==> config.mk <==
export PLATFORM = sky130hd
export DESIGN_NAME = bitty_exec_core
export DESIGN_NICKNAME = d
export VERILOG_FILES = /design/src/rtl/bitty_pkg.sv /design/src/rtl/bitty_alu.sv /design/src/rtl/bitty_exec_core.sv
export SDC_FILE = /design/constraint.sdc
export NUM_CORES = 1
export LEC_CHECK = 0
export CAP_MARGIN = 5
export CELL_PAD_IN_SITES_DETAIL_PLACEMENT = 1
export CELL_PAD_IN_SITES_GLOBAL_PLACEMENT = 1
export CORE_UTILIZATION = 46
export CTS_CLUSTER_SIZE = 40
export DETAILED_ROUTE_END_ITERATION = 10
export DONT_BUFFER_PORTS = 1
export MAX_ROUTING_LAYER = met4
export PLACE_DENSITY_LB_ADDON = 0.12
export SYNTH_ARGS = -nofsm -noshare
export SYNTH_HDL_FRONTEND = slang
export SYNTH_SLANG_ARGS = --single-unit
==> constraint.sdc <==
create_clock -name clk -period 6.3 [get_ports clk]
set_clock_uncertainty 0.1 [all_clocks]
set_input_delay 1.26 -clock clk [delete_from_list [all_inputs] [get_ports clk]]
set_output_delay 1.26 -clock clk [all_outputs]
set_load 0.01 [all_outputs]
==> src/rtl/bitty_pkg.sv <==
// Shared types and encodings for the bitty execute core: FSM states, instruction formats,
// ALU select codes (74181-style table) and the add-class decode used for carry generation.
package bitty_pkg;

    typedef enum logic [1:0] {StIdle, StLoad, StExec, StWb} state_e;

    localparam logic [1:0] FMT_REG = 2'b00;
    localparam logic [1:0] FMT_IMM = 2'b01;

    localparam logic MODE_ARITH = 1'b0;
    localparam logic MODE_LOGIC = 1'b1;

    // Arithmetic mode (mode 0), no carry-in.
    localparam logic [3:0] ARI_A             = 4'b0000;
    localparam logic [3:0] ARI_A_OR_B        = 4'b0001;
    localparam logic [3:0] ARI_A_OR_NB       = 4'b0010;
    localparam logic [3:0] ARI_MINUS1        = 4'b0011;
    localparam logic [3:0] ARI_A_ADD_A_NB    = 4'b0100;
    localparam logic [3:0] ARI_AOB_ADD_A_NB  = 4'b0101;
    localparam logic [3:0] ARI_A_SUB_B_DEC   = 4'b0110;
    localparam logic [3:0] ARI_A_NB_DEC      = 4'b0111;
    localparam logic [3:0] ARI_A_ADD_AB      = 4'b1000;
    localparam logic [3:0] ARI_A_ADD_B       = 4'b1001;
    localparam logic [3:0] ARI_AONB_ADD_AB   = 4'b1010;
    localparam logic [3:0] ARI_AB_DEC        = 4'b1011;
    localparam logic [3:0] ARI_A_ADD_A       = 4'b1100;
    localparam logic [3:0] ARI_AOB_ADD_A     = 4'b1101;
    localparam logic [3:0] ARI_AONB_ADD_A    = 4'b1110;
    localparam logic [3:0] ARI_A_DEC         = 4'b1111;

    // Logic mode (mode 1), carry always 0.
    localparam logic [3:0] LOG_NOT_A         = 4'b0000;
    localparam logic [3:0] LOG_NOR           = 4'b0001;
    localparam logic [3:0] LOG_NA_AND_B      = 4'b0010;
    localparam logic [3:0] LOG_ZERO          = 4'b0011;
    localparam logic [3:0] LOG_NAND          = 4'b0100;
    localparam logic [3:0] LOG_NOT_B         = 4'b0101;
    localparam logic [3:0] LOG_XOR           = 4'b0110;
    localparam logic [3:0] LOG_A_AND_NB      = 4'b0111;
    localparam logic [3:0] LOG_NA_OR_B       = 4'b1000;
    localparam logic [3:0] LOG_XNOR          = 4'b1001;
    localparam logic [3:0] LOG_B             = 4'b1010;
    localparam logic [3:0] LOG_AND           = 4'b1011;
    localparam logic [3:0] LOG_ONES          = 4'b1100;
    localparam logic [3:0] LOG_A_OR_NB       = 4'b1101;
    localparam logic [3:0] LOG_OR            = 4'b1110;
    localparam logic [3:0] LOG_A             = 4'b1111;

    // Codes whose result is a true two-operand sum; only these report a carry.
    function automatic logic is_add_class(input logic [3:0] sel);
        case (sel)
            ARI_A_ADD_A_NB, ARI_AOB_ADD_A_NB, ARI_A_ADD_AB, ARI_A_ADD_B,
            ARI_AONB_ADD_AB, ARI_A_ADD_A, ARI_AOB_ADD_A, ARI_AONB_ADD_A: return 1'b1;
            default: return 1'b0;
        endcase
    endfunction

endpackage

==> src/rtl/bitty_alu.sv <==
// Combinational bitty ALU: every arithmetic code is expressed as one sum p + q so a single
// adder serves all of them; logic codes bypass the adder.
module bitty_alu
    import bitty_pkg::*;
#(
    parameter int unsigned DATA_W = 16
) (
    input  logic [DATA_W-1:0] a,
    input  logic [DATA_W-1:0] b,
    input  logic [3:0]        sel,
    input  logic              mode,
    output logic [DATA_W-1:0] y,
    output logic              carry,
    output logic              eq
);

    logic [DATA_W-1:0] p;
    logic [DATA_W-1:0] q;
    logic [DATA_W:0]   sum;
    logic [DATA_W-1:0] logic_y;

    // Decrement codes add all-ones; subtraction adds ~B.
    always_comb begin
        p = a;
        q = '0;
        unique case (sel)
            ARI_A:            begin p = a;          q = '0;      end
            ARI_A_OR_B:       begin p = a | b;      q = '0;      end
            ARI_A_OR_NB:      begin p = a | ~b;     q = '0;      end
            ARI_MINUS1:       begin p = '0;         q = '1;      end
            ARI_A_ADD_A_NB:   begin p = a;          q = a & ~b;  end
            ARI_AOB_ADD_A_NB: begin p = a | b;      q = a & ~b;  end
            ARI_A_SUB_B_DEC:  begin p = a;          q = ~b;      end
            ARI_A_NB_DEC:     begin p = a & ~b;     q = '1;      end
            ARI_A_ADD_AB:     begin p = a;          q = a & b;   end
            ARI_A_ADD_B:      begin p = a;          q = b;       end
            ARI_AONB_ADD_AB:  begin p = a | ~b;     q = a & b;   end
            ARI_AB_DEC:       begin p = a & b;      q = '1;      end
            ARI_A_ADD_A:      begin p = a;          q = a;       end
            ARI_AOB_ADD_A:    begin p = a | b;      q = a;       end
            ARI_AONB_ADD_A:   begin p = a | ~b;     q = a;       end
            ARI_A_DEC:        begin p = a;          q = '1;      end
        endcase
    end

    assign sum = {1'b0, p} + {1'b0, q};

    always_comb begin
        logic_y = a;
        unique case (sel)
            LOG_NOT_A:    logic_y = ~a;
            LOG_NOR:      logic_y = ~(a | b);
            LOG_NA_AND_B: logic_y = ~a & b;
            LOG_ZERO:     logic_y = '0;
            LOG_NAND:     logic_y = ~(a & b);
            LOG_NOT_B:    logic_y = ~b;
            LOG_XOR:      logic_y = a ^ b;
            LOG_A_AND_NB: logic_y = a & ~b;
            LOG_NA_OR_B:  logic_y = ~a | b;
            LOG_XNOR:     logic_y = ~(a ^ b);
            LOG_B:        logic_y = b;
            LOG_AND:      logic_y = a & b;
            LOG_ONES:     logic_y = '1;
            LOG_A_OR_NB:  logic_y = a | ~b;
            LOG_OR:       logic_y = a | b;
            LOG_A:        logic_y = a;
        endcase
    end

    assign y     = (mode == MODE_LOGIC) ? logic_y : sum[DATA_W-1:0];
    assign carry = (mode == MODE_ARITH) && is_add_class(sel) && sum[DATA_W];
    assign eq    = (a == b);

endmodule

==> src/rtl/bitty_exec_core.sv <==
// Multi-cycle bitty execute core: register file, S/C latches and the IDLE/LOAD/EXEC/WB FSM.
// Define BITTY_IMM_EN to execute fmt 01 as register-immediate; otherwise fmt 01 is illegal.
module bitty_exec_core
    import bitty_pkg::*;
#(
    parameter  int unsigned DATA_W   = 16,
    parameter  int unsigned NUM_REGS = 8,
    localparam int unsigned REG_AW   = $clog2(NUM_REGS)
) (
    input  logic              clk,
    input  logic              reset,
    input  logic              start,
    input  logic [15:0]       instr,
    output logic              busy,
    output logic              done,
    output logic              err,
    output logic              flag_c,
    output logic              flag_z,
    output logic              flag_eq,
    input  logic              ld_en,
    input  logic [REG_AW-1:0] ld_addr,
    input  logic [DATA_W-1:0] ld_data,
    input  logic [REG_AW-1:0] rd_addr,
    output logic [DATA_W-1:0] rd_data
);

    state_e            state_q, state_d;
    logic [15:0]       instr_q;
    logic [DATA_W-1:0] s_q, c_q;
    logic [DATA_W-1:0] regs_q [NUM_REGS];
    logic              done_q, err_q, flag_c_q, flag_z_q, flag_eq_q;

    logic              accept, ld_ok, fmt_legal;
    logic [REG_AW-1:0] rx, ry;
    logic [3:0]        sel;
    logic              mode;
    logic [1:0]        fmt;
    logic [DATA_W-1:0] operand_b, alu_y;
    logic              alu_carry, alu_eq;
    logic              unused_instr;

    // Upper register-field bits wrap away when NUM_REGS < 8.
    assign rx   = instr_q[13 +: REG_AW];
    assign ry   = instr_q[10 +: REG_AW];
    assign sel  = instr_q[6:3];
    assign mode = instr_q[2];
    assign fmt  = instr_q[1:0];
    assign unused_instr = ^instr_q;

`ifdef BITTY_IMM_EN
    assign fmt_legal = (fmt == FMT_REG) || (fmt == FMT_IMM);
    assign operand_b = (fmt == FMT_IMM) ? {{(DATA_W-6){1'b0}}, instr_q[12:7]} : regs_q[ry];
`else
    assign fmt_legal = (fmt == FMT_REG);
    assign operand_b = regs_q[ry];
`endif

    bitty_alu #(
        .DATA_W (DATA_W)
    ) u_alu (
        .a     (s_q),
        .b     (operand_b),
        .sel   (sel),
        .mode  (mode),
        .y     (alu_y),
        .carry (alu_carry),
        .eq    (alu_eq)
    );

    always_ff @(posedge clk or posedge reset) begin
        if (reset) begin
            state_q <= StIdle;
        end else begin
            state_q <= state_d;
        end
    end

    always_comb begin
        state_d = state_q;
        unique case (state_q)
            StIdle: if (start) state_d = StLoad;
            StLoad: state_d = StExec;
            StExec: state_d = StWb;
            StWb:   state_d = StIdle;
        endcase
    end

    always_comb begin
        busy   = (state_q != StIdle);
        accept = (state_q == StIdle) && start;
        ld_ok  = (state_q == StIdle) && ld_en;
    end

    always_ff @(posedge clk or posedge reset) begin
        if (reset) begin
            instr_q   <= '0;
            s_q       <= '0;
            c_q       <= '0;
            done_q    <= 1'b0;
            err_q     <= 1'b0;
            flag_c_q  <= 1'b0;
            flag_z_q  <= 1'b0;
            flag_eq_q <= 1'b0;
        end else begin
            if (accept) instr_q <= instr;
            if (state_q == StLoad) s_q <= regs_q[rx];
            if (state_q == StExec) begin
                c_q <= alu_y;
                // Illegal ops must leave the visible flags untouched.
                if (fmt_legal) begin
                    flag_c_q  <= alu_carry;
                    flag_z_q  <= (alu_y == '0);
                    flag_eq_q <= alu_eq;
                end
            end
            done_q <= (state_q == StWb);
            err_q  <= (state_q == StWb) && !fmt_legal;
        end
    end

    // Loads are only honoured in IDLE, so they never collide with a writeback.
    always_ff @(posedge clk or posedge reset) begin
        if (reset) begin
            for (int i = 0; i < int'(NUM_REGS); i++) regs_q[i] <= '0;
        end else begin
            if (ld_ok) regs_q[ld_addr] <= ld_data;
            if ((state_q == StWb) && fmt_legal) regs_q[rx] <= c_q;
        end
    end

    assign done    = done_q;
    assign err     = err_q;
    assign flag_c  = flag_c_q;
    assign flag_z  = flag_z_q;
    assign flag_eq = flag_eq_q;
    assign rd_data = regs_q[rd_addr];

endmodule
# Word level (Yosys, flattened, before mapping)
# Memories as Yosys holds them, arrays and structs flattened.
# Index checks and enable logic that the tools add are counted.
# totals
reg_bits,183
mem_bits_ro,16
input_bits,42
output_inout_bits,22
wordCells,108
n_memories,1
# memory_table
name,depth,word_bits,rd,rd_clocked_by_memory_dff,write_ports,line,source
(no name shown),16,1,1,0,0,bitty_pkg.sv:51,case (sel)
# op_classes
n_addsub,1
order_cmp,6
eq_ne,20
n_mux,23
bitwise,17
n_reduce_logical,23
# ops
operator,count
$bwmux 128,2
$mux 128,2
$pmux 16 s16,1
$bmux 16 s3,3
$mux 16,9
$pmux 16 s7,1
$demux 16 s3,2
$pmux 16 s6,1
$not 16->16,5
$and 16x16->16,3
$or 16x16->16,3
$eq 4x4->1 const B,8
$add 16x16->17,1
$eq 16x16->1,1
$eq 4x3->1 const B,4
$ge 4x4->1 const B,4
$logic_not 16->1,1
$not 3->4,4
$xor 16x16->16,1
$reduce_or 3->1,4
$eq 4x2->1 const B,2
$logic_and 1x1->1,8
$lt 4x1->1 const B,2
$pmux 2 s4,1
other kinds (14),17

# Depth between registers and ports, before layout
# logic_depth
word_depth,10
depth_mapped,22
depth_no_buf,20

# Modules after synthesis
# From an unflattened synthesis, not the netlist that was laid out.
# unflattened
cells_unflattened,1863
hier_area_um2,16211.8
# by_module_without_submodules
mod,instances,cells_per_inst,area_each_um2,seq_area_each_um2
bitty_exec_core,1,1171,11494.8,4504.3
bitty_alu,1,692,4717.0,0.0

# Worst setup path after synthesis
# No wires, ideal clock.
# synth_timing
path_type,register -> register
start,reg instr_q[12]
end,"reg flag_z_q, in the netlist flag_z"
setup_time_ns,0.092
arrival_time_ns,4.614
required_time_ns,6.108
setup_slack_ns,1.494
stages_incl_launch_ff,21
path_buffers,3
synth_period_minus_slack_ns,4.806
path_cell_list,dfrtp_1 -> buf_2 -> clkbuf_1 -> mux4_2 -> mux2i_1 -> inv_1 -> ha_1 -> a22o_1 -> nand2_1 -> o221ai_1 -> a21o_1 -> ha_1 -> a21o_1 -> and2_1 -> clkbuf_1 -> o311a_1 -> or3_1 -> a31o_2 -> nor4b_2 -> nand3_1 -> o31ai_2
# synth_between
elab_chain_cells,10
word_cells_on_any_way,21
classes_between,add/sub (1); mux (7); bitwise (12); reduce/logical (1)
# synth_rtl
element,line,source
from (decl),bitty_exec_core.sv:28,logic [15:0] instr_q;
from (signal assigned),bitty_exec_core.sv:105,if (accept) instr_q <= instr;
$not 3->4 (not written as such) *,bitty_exec_core.sv:55,assign operand_b = regs_q[ry];
$bmux 16 s3 *,bitty_exec_core.sv:55,
$mux 16 (not written as such) * (2 in series),bitty_exec_core.sv:55,
$not 16->16,-,
$and 16x16->16 / $or 16x16->16 (equally long branches),-,
$pmux 16 s7 / $pmux 16 s6 (equally long branches),bitty_alu.sv:26,unique case (sel)
$add 16x16->17,bitty_alu.sv:46,"assign sum = {1'b0, p} + {1'b0, q};"
$mux 16 *,bitty_alu.sv:70,assign y = (mode == MODE_LOGIC) ? logic_y : sum[DATA_W-1:0];
$logic_not 16->1 *,bitty_exec_core.sv:112,flag_z_q <= (alu_y == '0);
to (signal assigned),bitty_exec_core.sv:112,
to (decl),bitty_exec_core.sv:31,"logic done_q, err_q, flag_c_q, flag_z_q, flag_eq_q;"
# Mark *: on every way between the ends. The rest lies on a longest branch, timed or not. The select of a mux whose other input is x is not followed.
# A chain may end at the register's enable or synchronous reset.

# Final worst setup path
# layout_timing
start,reg instr_q[11]
end,"reg flag_z_q, in the netlist flag_z"
# Same word-level chain as after synthesis.

==> flow_summary_export.csv <==
group,metric,value,unit
outcome,run_status,"completed",
floorplan,die_area,0.0349,mm^2
route,drt-initial-drc-count,1304,
setup_path,worstPathMaxFanout,20,
synthesis,syn_area,0.0157,mm^2
place,post-dp-hpwl,40200,um
cts,cts.sinks,180,
timing,setup_viol,0,
timing,fmax,176,MHz
cts,cts_max_level,4,
global_route,grt_pass1_vias,15000,
cts,cts.clk_slew.worst_paths,0.07,ns
cts,post_cts_buffers,0,
floorplan,rows,67,
route,vias,14500,
timing,fin_crit,5.69,ns
floorplan,fp.coreArea,0.0336,mm^2
timing,worst_pin_slew,1.15,ns
floorplan,start_util,0.468,
synthesis,synth_cell_types,77,
run,maxCapViolations,0,
global_route,grt_pass1_wl,93700,um
cts,clkLatencyLatePin,0.45,ns
timing,finalCritPeriodShare,0.903,
floorplan,die_w,187,um
global_route,grt.overflow.total,0,
synthesis,synthTopCellsByCount,"198 x nand2_1, 181 x mux2i_1, 180 x dfrtp_1",
setup_path,worst_setup_path_start_kind,"register",
route,wire_per_inst,28.3,um
global_route,grt.total_usage,0.360,
setup_path,cp.required,6.57,ns
setup_path,crit_top_cell,"a21oi_1",
route,drc,0,
synthesis,synthesis.nets,1872,
synthesis,yosysWarnings,0,
setup_path,arrival,5.96,ns
floorplan,pin_count,64,
finish,drive_gt1_frac,0.151,
synthesis,synthFlopType,"dfrtp_1",
timing,finalHoldViolCount,0,
synthesis,yosys.area.top_type_share,0.286,
setup_path,cp_slowest_cell,"a2111oi_0",
setup_path,crit_family,"compound AO/OA/AOI/OAI gates",
setup_path,max_stage_delay,0.98,ns
setup_path,path_buf_inv,3,
setup_path,critical_path_class,"register to register",
timing,slew_headroom,0.211,
timing,tns,0,ns
cts,cts_max_path_buffers,2,
finish,syn_to_final_growth,6.71,%
synthesis,synthTopCellsByArea,"dfrtp_1 29%, mux2i_1 12%, mux4_2 9.7%, ha_1 6.8%, o21ai_0 4.9%",
synthesis,netlist_instances,1744,
synthesis,yosys.area.top_type,"dfrtp_1",
hold_path,hold_path.class,"register to register",
place,gp_congestion,0.989,
setup_path,crit_chain,"buf_4 > buf_4 > mux4_2 > o21ai_1 > inv_1 > ha_1 > a21oi_1 > a211oi_1 > a21oi_1 > a21oi_1 > a2111oi_0 > o22ai_1 > nor4b_2 > nand3_1 > o31ai_2",
synthesis,synth.ff_latch_count,180,
cts,root_buffer,"clkbuf_16",
floorplan,die_y,187,um
route,wl,60000,um
route,dr.pass1.iters,5,
timing,rsz0062_at_grt,"no",
synthesis,syn-mean-instance-area,9.02,um^2
synthesis,seq_area_frac_synth,0.286,
global_route,antenna_found_initial,1,
route,via_per_inst,6.86,
synthesis,async_flop_share,1.00,
finish,final_util,0.499,
cts,cts_tree,"built",
timing,slew_violations,0,
finish,fin_nets,1786,
setup_path,cp-end-kind,"register",
place,io_buffers,0,
cts,ctsHoldBuffers,0,
synthesis,yosysMostFrequentCell,"nand2_1",
synthesis,synth_edf_count,0,
cts,cts-buffers-inserted,17,
route,ant_nets,0,
cts,cts_resized,0,
global_route,grt_max_degree,129,
==> metrics by stage <==
step / hold slack [ns] / area [um^2] / cells / setup slack [ns]
finish: 0.413 / 16800 / 2120 / 0.610
global route: 0.443 / 16800 / 2120 / 0.330
CTS: 0.416 / 16800 / 2119 / 0.693
detailed placement: 0.400 / 16200 / 2087 / 0.727
global placement: 0.390 / 16200 / 2087 / 0.852
floorplan: 0.380 / 15700 / 1744 / 0.0530
==> registers in the layout, summed over array words and instances, names as in the netlist <==
name	count
err	1
flag_eq	1
done	1
flag_c	1
state_q	2
flag_z	1
instr_q	13
c_q	16
regs_q	128
s_q	16
==> cell usage in the layout, fill, tap and decap left out, drive strengths merged, types with 49 or more instances in the layout <==
cell	netlist	final
nand2	198	198
mux2i	182	182
dfrtp	180	180
o21ai	161	161
nor2	129	129
a21oi	108	108
ha	85	85
mux4	71	71
buf	56	65
inv	50	52
mux2	49	49
==> worst paths after layout <==
| kind | cells after the start | end | from | slack [ns] |
|---|---|---|---|---|
| hold reg to reg | 1 | instr_q[0] | instr_q[0] | 0.41 |
| min in group asynchronous | 1 | regs_q[18] | reset | 0.74 |
| max in group asynchronous | 2 | instr_q[3] | reset | 4.07 |
| setup / recovery | 15 | flag_z | instr_q[11] | 0.61 |
| hold / removal | 1 | instr_q[0] | instr_q[0] | 0.41 |
| setup reg to reg | 15 | flag_z | instr_q[11] | 0.61 |
==> cell families (layout without fill, tap and decap cells) <==
kind of cell,Yosys count,after routing,share of synthesized area
compound gates,498,498,0.203
simple gates,450,450,0.127
mux,302,302,0.254
buf+inv,221,148,0.0563
flops,180,180,0.286
fa+ha+maj,86,86,0.0689
xor+xnor,7,7,0.00390
other cells,0,1,0
==> layout make-up <==
cell class | count | area (um^2)
fillers | 3858 | 16800
multi-input cells | 1343 | 10400
flip-flops and latches | 180 | 4510
well taps | 448 | 561
repair buffers | 65 | 488
clock buffers | 20 | 457
inverters | 51 | 199
clock inverters | 12 | 149
diodes | 1 | 2.50
==> routing by layer <==
layer  global-route usage  up-vias  wire (um)
met5                    -        -          0
met4                0.149        0       2140
met3               0.0525      152       3920
met2                0.573      637      28700
met1                0.461     7445      25300
li1                     -     6308          -
Power is not shown: default switching activity piles up to over one toggle a cycle in this logic, so the estimate is an artifact.
